$ cat src/rtl/weight_rom_stream_ctrl.sv
`default_nettype none
// ============================================================================
// weight_rom_stream_ctrl: streams N passes of a latency-ROM into a ready/valid
// consumer through a credit-controlled skid FIFO.   Revision: 1.0
// ============================================================================
module weight_rom_stream_ctrl #(
  parameter int DATA_WIDTH  = 128,
  parameter int DEPTH       = 2304,
  parameter int ADDR_WIDTH  = $clog2(DEPTH) + 1,
  parameter int ROM_LATENCY = 2,
  parameter int FIFO_DEPTH  = 4,
  parameter int PASS_WIDTH  = 16
) (
  input  logic                  clk,
  input  logic                  rst,
  input  logic                  start,
  input  logic [PASS_WIDTH-1:0] pass_count,
  input  logic                  abort,
  output logic [ADDR_WIDTH-1:0] rom_address0,
  output logic                  rom_ce0,
  input  logic [DATA_WIDTH-1:0] rom_q0,
  output logic [DATA_WIDTH-1:0] data_out,
  output logic                  data_out_valid,
  input  logic                  data_out_ready,
  output logic                  busy,
  output logic                  done
);

  localparam int c_PTR_W = (FIFO_DEPTH > 1) ? $clog2(FIFO_DEPTH) : 1;
  localparam int c_CNT_W = $clog2(FIFO_DEPTH + 1) + 1;
  localparam logic [ADDR_WIDTH-1:0] c_ADDR_LAST = ADDR_WIDTH'(DEPTH - 1);
  localparam logic [c_PTR_W-1:0]    c_PTR_LAST  = c_PTR_W'(FIFO_DEPTH - 1);

  typedef enum logic [1:0] {
    S_IDLE  = 2'd0,
    S_RUN   = 2'd1,
    S_DRAIN = 2'd2
  } state_t;

  state_t                 r_state;
  state_t                 w_state_next;
  logic [ADDR_WIDTH-1:0]  r_addr;
  logic [PASS_WIDTH-1:0]  r_pass;
  logic [PASS_WIDTH-1:0]  r_pass_target;
  logic [ROM_LATENCY-1:0] r_inflight;
  logic [DATA_WIDTH-1:0]  r_mem [FIFO_DEPTH];
  logic [c_PTR_W-1:0]     r_wr_ptr;
  logic [c_PTR_W-1:0]     r_rd_ptr;
  logic [c_CNT_W-1:0]     r_count;
  logic [c_CNT_W-1:0]     w_inflight_cnt;
  logic                   r_done;
  logic                   w_done_next;
  logic                   w_issue;
  logic                   w_push;
  logic                   w_pop;
  logic                   w_last_issue;
  logic                   w_drain_done;

  if (FIFO_DEPTH < ROM_LATENCY + 1) begin : g_bad_fifo_depth
    $error("FIFO_DEPTH must be at least ROM_LATENCY+1");
  end

  always_comb begin
    w_inflight_cnt = '0;
    for (int i = 0; i < ROM_LATENCY; i++) begin
      w_inflight_cnt = w_inflight_cnt + c_CNT_W'(r_inflight[i]);
    end
  end

  // Credit counts every word already owed to the FIFO, so a push can never overflow.
  assign w_issue      = (r_state == S_RUN) &&
                        ((r_count + w_inflight_cnt) < c_CNT_W'(FIFO_DEPTH));
  assign w_push       = r_inflight[ROM_LATENCY-1];
  assign w_pop        = (r_count != '0) && data_out_ready;
  assign w_last_issue = w_issue && (r_addr == c_ADDR_LAST) &&
                        (r_pass == r_pass_target - PASS_WIDTH'(1));
  // Leave DRAIN on the edge that pops the final word.
  assign w_drain_done = (w_inflight_cnt == '0) &&
                        ((r_count == '0) || ((r_count == c_CNT_W'(1)) && w_pop));

  always_comb begin
    w_state_next = r_state;
    w_done_next  = 1'b0;
    case (r_state)
      S_IDLE: begin
        if (start) begin
          if (pass_count != '0) begin
            w_state_next = S_RUN;
          end else begin
            w_done_next = 1'b1;
          end
        end
      end
      S_RUN: begin
        if (w_last_issue) begin
          w_state_next = S_DRAIN;
        end
      end
      S_DRAIN: begin
        if (w_drain_done) begin
          w_state_next = S_IDLE;
          w_done_next  = 1'b1;
        end
      end
      default: w_state_next = S_IDLE;
    endcase
  end

  always_ff @(posedge clk or posedge rst) begin
    if (rst) begin
      r_state <= S_IDLE;
      r_done  <= 1'b0;
    end else if (abort) begin
      r_state <= S_IDLE;
      r_done  <= 1'b0;
    end else begin
      r_state <= w_state_next;
      r_done  <= w_done_next;
    end
  end

  always_ff @(posedge clk or posedge rst) begin
    if (rst) begin
      r_addr        <= '0;
      r_pass        <= '0;
      r_pass_target <= '0;
      r_inflight    <= '0;
      r_wr_ptr      <= '0;
      r_rd_ptr      <= '0;
      r_count       <= '0;
    end else if (abort) begin
      r_addr     <= '0;
      r_pass     <= '0;
      r_inflight <= '0;
      r_wr_ptr   <= '0;
      r_rd_ptr   <= '0;
      r_count    <= '0;
    end else begin
      if ((r_state == S_IDLE) && start) begin
        r_addr        <= '0;
        r_pass        <= '0;
        r_pass_target <= pass_count;
      end else if (w_issue) begin
        if (r_addr == c_ADDR_LAST) begin
          r_addr <= '0;
          r_pass <= r_pass + PASS_WIDTH'(1);
        end else begin
          r_addr <= r_addr + ADDR_WIDTH'(1);
        end
      end

      r_inflight[0] <= w_issue;
      for (int i = 1; i < ROM_LATENCY; i++) begin
        r_inflight[i] <= r_inflight[i-1];
      end

      if (w_push) begin
        r_wr_ptr <= (r_wr_ptr == c_PTR_LAST) ? '0 : r_wr_ptr + c_PTR_W'(1);
      end
      if (w_pop) begin
        r_rd_ptr <= (r_rd_ptr == c_PTR_LAST) ? '0 : r_rd_ptr + c_PTR_W'(1);
      end

      if (w_push && !w_pop) begin
        r_count <= r_count + c_CNT_W'(1);
      end else if (!w_push && w_pop) begin
        r_count <= r_count - c_CNT_W'(1);
      end
    end
  end

  always_ff @(posedge clk) begin
    if (w_push && !abort) begin
      r_mem[r_wr_ptr] <= rom_q0;
    end
  end

  always_ff @(posedge clk) begin
    if (!rst && !abort && w_push && !w_pop) begin
      assert (r_count < c_CNT_W'(FIFO_DEPTH));
    end
  end

  assign rom_ce0        = w_issue;
  assign rom_address0   = r_addr;
  assign data_out_valid = (r_count != '0);
  assign data_out       = data_out_valid ? r_mem[r_rd_ptr] : '0;
  assign busy           = (r_state != S_IDLE);
  assign done           = r_done;

endmodule
`default_nettype wire

$ cat config.mk
export PLATFORM = sky130hd
export DESIGN_NAME = weight_rom_stream_ctrl
export DESIGN_NICKNAME = d
export VERILOG_FILES = /design/src/rtl/weight_rom_stream_ctrl.sv
export SDC_FILE = /design/constraint.sdc
export NUM_CORES = 1
export LEC_CHECK = 0
export BUFFER_PORTS_ARGS = -buffer_cell sky130_fd_sc_hd__buf_2
export CORE_MARGIN = 2
export CORE_UTILIZATION = 58
export CTS_BUF_LIST = sky130_fd_sc_hd__clkbuf_4 sky130_fd_sc_hd__clkbuf_8 sky130_fd_sc_hd__clkbuf_16
export CTS_CLUSTER_DIAMETER = 100
export DETAILED_ROUTE_END_ITERATION = 7
export GPL_TIMING_DRIVEN = 0
export HOLD_SLACK_MARGIN = 0.02
export PLACE_DENSITY = 0.8
export SLEW_MARGIN = 0
export SYNTH_ARGS = -nofsm -noshare
export SYNTH_HDL_FRONTEND = slang
export SYNTH_SLANG_ARGS = --single-unit
$ cat constraint.sdc
create_clock -name clk -period 5.85 [get_ports clk]
set_input_delay 1.17 -clock clk [delete_from_list [all_inputs] [get_ports clk]]
set_output_delay 1.17 -clock clk [all_outputs]
set_load 0.005 [all_outputs]
---- Word-level counts from Yosys, hierarchy flattened ----
Memory sizes are Yosys's and may differ from the RTL's.
Index checks and enable logic that the tools add are counted.
storage, ports and cells
  bits in registers ....................... 58
  logic and storage cells ................. 92
  memories kept ........................... 1
  bits of input ports ..................... 149
  bits in writable memories ............... 512
  output and inout port bits .............. 145
cells by class
  $lt $le $gt $ge ......................... 1
  equal/unequal tests ..................... 11
  bitwise logic cells ..................... 1
  reductions and logical operators ........ 28
  muxes and demuxes ....................... 32
  $add $sub $neg .......................... 9
memories
  name   words  width  rd ports  clocked after memory_dff  write ports  line  text
  r_mem  4      128    1         0                         1            46    logic [DATA_WIDTH-1:0] r_mem [FIFO_DEPTH];
operators by type and width
  cell                     count
  $mux W128                1
  $mux W16                 4
  $mux W13                 4
  $mux W2                  12
  $add A16 B1 Y16 const B  1
  $eq A16 B16 Y1           1
  $reduce_bool A16 Y1      1
  $sub A16 B1 Y16 const B  1
  $add A13 B1 Y13 const B  1
  $eq A13 B12 Y1 const B   1
  $mux W4                  3
  $ne A3 B3 Y1 const B     4
  $logic_and A1 B1 Y1      10
  $reduce_bool A3 Y1       3
  $logic_not A4 Y1         2
  $eq A2 B2 Y1 const B     3
  $mux W1                  6
  $pmux W2 S3              1
  $reduce_bool A2 Y1       3
  $add A2 B1 Y2 const B    2
  $add A4 B1 Y4 const B    1
  $add A4 B2 Y4            1
  $eq A4 B1 Y1 const B     1
  $lt A4 B3 Y1 const B     1
  other kinds (11)         14

---- Depth between registers and ports, before layout ----
  depth after elaboration ................. 9
  gate-level depth with buffers ........... 11
  mapped depth without buffers ............ 9

---- Least setup slack after synthesis ----
No wires, ideal clock.
  path type ............................... input to register
  start ................................... input abort
  end ..................................... memory r_mem[0][0], enable pin
  path slack .............................. 0.926 ns
  stages on the path ...................... 3
  data required time ...................... 5.347 ns
  buffers on the path ..................... 1
  arrival time ............................ 4.421 ns
  setup time .............................. 0.503 ns
  cells stage by stage .................... clkbuf_8 > nor2_1 > and2_1
on the way
  longest elaborated chain between the ends .. 4
ends and longest elaborated chain
  item                           line  text
  start: declaration             18    input logic abort,
  $logic_not A1 Y1               -
  $logic_and A1 B1 Y1            173   if (w_push && !abort) begin
  $mux W1                        173
  $mux W1 (not written as such)  174   r_mem[r_wr_ptr] <= rom_q0;
  end: declaration               46
Every way passes these cells.

---- Worst setup path in the final report ----
  start ................................... register r_count[1]
  end ..................................... output data_out[31]
on the way
  longest elaborated chain between the ends .. 2
ends and longest elaborated chain
  item                      line  text
  start: declaration        49    logic [c_CNT_W-1:0] r_count;
  start signal: assignment  165   r_count <= r_count + c_CNT_W'(1);
  start signal: assignment  167   r_count <= r_count - c_CNT_W'(1);
  $reduce_bool A4 Y1        186   assign data_out_valid = (r_count != '0);
  $mux W128                 187   assign data_out = data_out_valid ? r_mem[r_rd_ptr] : '0;
  end: declaration          22    output logic [DATA_WIDTH-1:0] data_out,
Every way passes these cells.

==> flow_summary.json <==
{
  "io_buffers": 292,
  "regToRegStartpoint": "r_inflight[1]$_DFF_PP0_",
  "yosysWarnings": 0,
  "synth_area_per_cell_um2": 19.07,
  "ant_nets": 0,
  "clock_latency_ns": 0.62,
  "synth.area.mux_share": 0.1345,
  "cts.clk_slew.worst_paths_ns": 0.06,
  "topRoutingLayerUsed": "met5",
  "final_cells": 2126,
  "grt_max_degree": 59,
  "nets": 1718,
  "cts_sinks": 570,
  "post-cts-setup-buffers": 0,
  "cts-root-buf": "clkbuf_16",
  "postCtsHoldBufs": 0,
  "m1WireLength_mm": 18.87,
  "critPathLaunchType": "register",
  "p_leak_nw": 9.562,
  "endpoint_kind": "output port",
  "route.met3.wl_mm": 4.358,
  "hp-start": "r_inflight[0]$_DFF_PP0_",
  "yosysMostFrequentCell": "edfxtp_1",
  "yosysTopAreaCell": "edfxtp_1",
  "ys_ff_latch": 570,
  "worstPathArrival_ns": 3.34,
  "finalCritPeriodShare": 0.7718,
  "synth_xor_area_frac": 0.01383,
  "dr_wl_met2_mm": 24.55,
  "netlist_area_mm2": 0.02280,
  "wl_mm": 49.30,
  "cp_max_fo": 10,
  "ir_drop_uv": 323.9,
  "rsz0062_at_grt": "false",
  "setup_viol": 0,
  "ioPinCount": 294,
  "synthAdderAreaFrac": 0.007682,
  "initial_core_util": 0.5887,
  "grt_remaining_overflow": 0,
  "run_status": "finished, final reports clean",
  "synth_top_family_by_area": "multiplexers",
  "synth_edf_count": 512,
  "die_h_um": 202.3,
  "place_area_mm2": 0.02516,
  "worstSetupStartpoint": "r_count[1]$_DFFE_PP0P_",
  "fin_area_mm2": 0.02705,
  "dp.cells": 2015,
  "gp_congestion": 0.8580,
  "grt_antenna_before_repair": 17,
  "synth_top_area_share": 0.6742,
  "power.density_mw_per_mm2": 413.9,
  "die_area_mm2": 0.04092,
  "period_minus_slack_ns": 4.515,
  "hold_viol_final": 0,
  "slew_viol_final": 0,
  "grtUsageTotal": 0.2446,
  "maxCapViolCount": 0,
  "coreArea_mm2": 0.03874,
  "worstPathRequired_ns": 4.68,
  "vias_per_cell": 5.805,
  "fin_skew_ns": 0.04381,
  "syn_nets": 1359,
  "synthTopCellsByCount": "edfxtp_1, and2_1, mux4_2",
  "setup_tns_ns": 0,
  "ys_async_sr_fraction": 0.1018,
  "drc": 0,
  "synthTopCellsByArea": "edfxtp_1, mux4_2, dfrtp_1",
  "cts_max_path_buffers": 3,
  "drt_first_pass_iters": 7,
  "fp-row-count": 72,
  "grt_pass1_vias": 12900,
  "tritoncts": "yes",
  "grt_pass1_wl_mm": 75.27,
  "initialDrtViolationCount": 804,
  "ys_seq_area_frac": 0.7379,
  "cts_max_level": 2,
  "worst_pin_slew_ns": 1.050,
  "cts_resized": 0,
  "path_class": "register to output port",
  "max_slew_margin": 0.2998,
  "via_count": 12340,
  "area_growth_pct": 18.64,
  "synth_cell_types": 59,
  "cts_buffers": 56,
  "synth-compound-area-share": 0.01778,
  "max_freq_ghz": 0.2215,
  "place_hpwl_mm": 30.67,
  "yosys.area_share.simple": 0.07369,
  "drive_gt1_frac": 0.3552,
  "synth_ff_type": "edfxtp_1",
  "synth_cells": 1196,
  "hp-class": "register to register",
  "wl_per_cell_um": 23.19,
  "fp.dieW_um": 202.3
}
==> kinds of logic (layout without fill, tap and decap cells) <==
group,Yosys count,count (layout)
simple gates,294,294
buf+inv,73,476
flops,570,570
compound gates,64,64
fa+ha+maj,14,14
xor+xnor,36,36
mux,145,145
other cells,0,9
==> critical path: stages (launching register included) <==
cell	delay, ns
dfrtp_1	0.51
inv_1	0.11
ha_1	0.23
nand2_1	0.25
clkbuf_1	0.82
clkbuf_1	0.43
and2_1	0.24
buf_2	0.13
==> area by class of cell <==
class,instances,area (µm²)
multi-input cells,553,5654
flip-flops and latches,570,16830
plain buffers,58,276.5
well taps,518,648.1
fillers,2403,11680
inverters,15,56.30
repair buffers,301,1702
diodes,9,22.52
clock inverters,31,336.6
clock buffers,71,1531
==> metal layers <==
metal | vias up | GRT usage
li1 | 5475 | -
met1 | 6290 | 0.3139
met2 | 465 | 0.3981
met3 | 95 | 0.08352
met4 | 16 | 0.07690
met5 | - | 0
==> report_power, final <==
group,internal [mW],switching [mW]
logic,1.42,1.59
clock network,2.08,1.51
registers,4.51,0.0787
==> cells in the final DEF (no fill, tap or decap), types with 8 or more instances in the layout <==
cell type / instances
mux2_2: 12
edfxtp_1: 512
nor2_1: 41
clkbuf_4: 14
nand4_1: 10
nand2_1: 31
clkinv_1: 11
buf_2: 305
ha_1: 14
buf_16: 8
clkbuf_1: 33
diode_2: 9
nor3_1: 11
a21oi_1: 16
nand3_1: 16
nor4_1: 9
and2_1: 131
o21ai_0: 20
xnor2_1: 20
xor2_1: 16
dfrtp_1: 58
mux4_2: 128
inv_1: 14
clkbuf_16: 57
==> worst paths after layout <==
path | slack [ns] | cells past startpoint | end
setup / recovery | 1.34 | 7 | data_out[31]
setup reg to reg | 2.87 | 10 | r_state[1]$_DFFE_PP0P_
max in group asynchronous | 4.59 | 3 | r_inflight[0]$_DFF_PP0_
min in group asynchronous | 0.63 | 2 | rom_address0[0]$_DFFE_PP0P_
hold reg to reg | 0.52 | 2 | r_inflight[1]$_DFF_PP0_
hold / removal | 0.52 | 2 | r_inflight[1]$_DFF_PP0_
==> state kept, by name, summed over array words and instances (netlist names) <==
register       count
r_mem            512
r_pass            16
r_pass_target     16
rom_address0      13
r_count            4
r_inflight         2
r_rd_ptr           2
r_state            2
r_wr_ptr           2
done               1
==> stage by stage <==
step	total power, mW	hold slack (ns)	setup WS [ns]	util
2_1_floorplan	6.360	0.4908	0.9265	-
3_3_place_gp	7.661	0.5025	-1.525	0.6431
3_5_place_dp	7.699	0.5001	1.916	0.6496
4_1_cts	11.32	0.5086	1.227	0.6978
5_1_grt	11.70	0.5511	1.037	0.6981
6_report	11.20	0.5219	1.335	0.6984
Power figures use the tool's default switching activity.
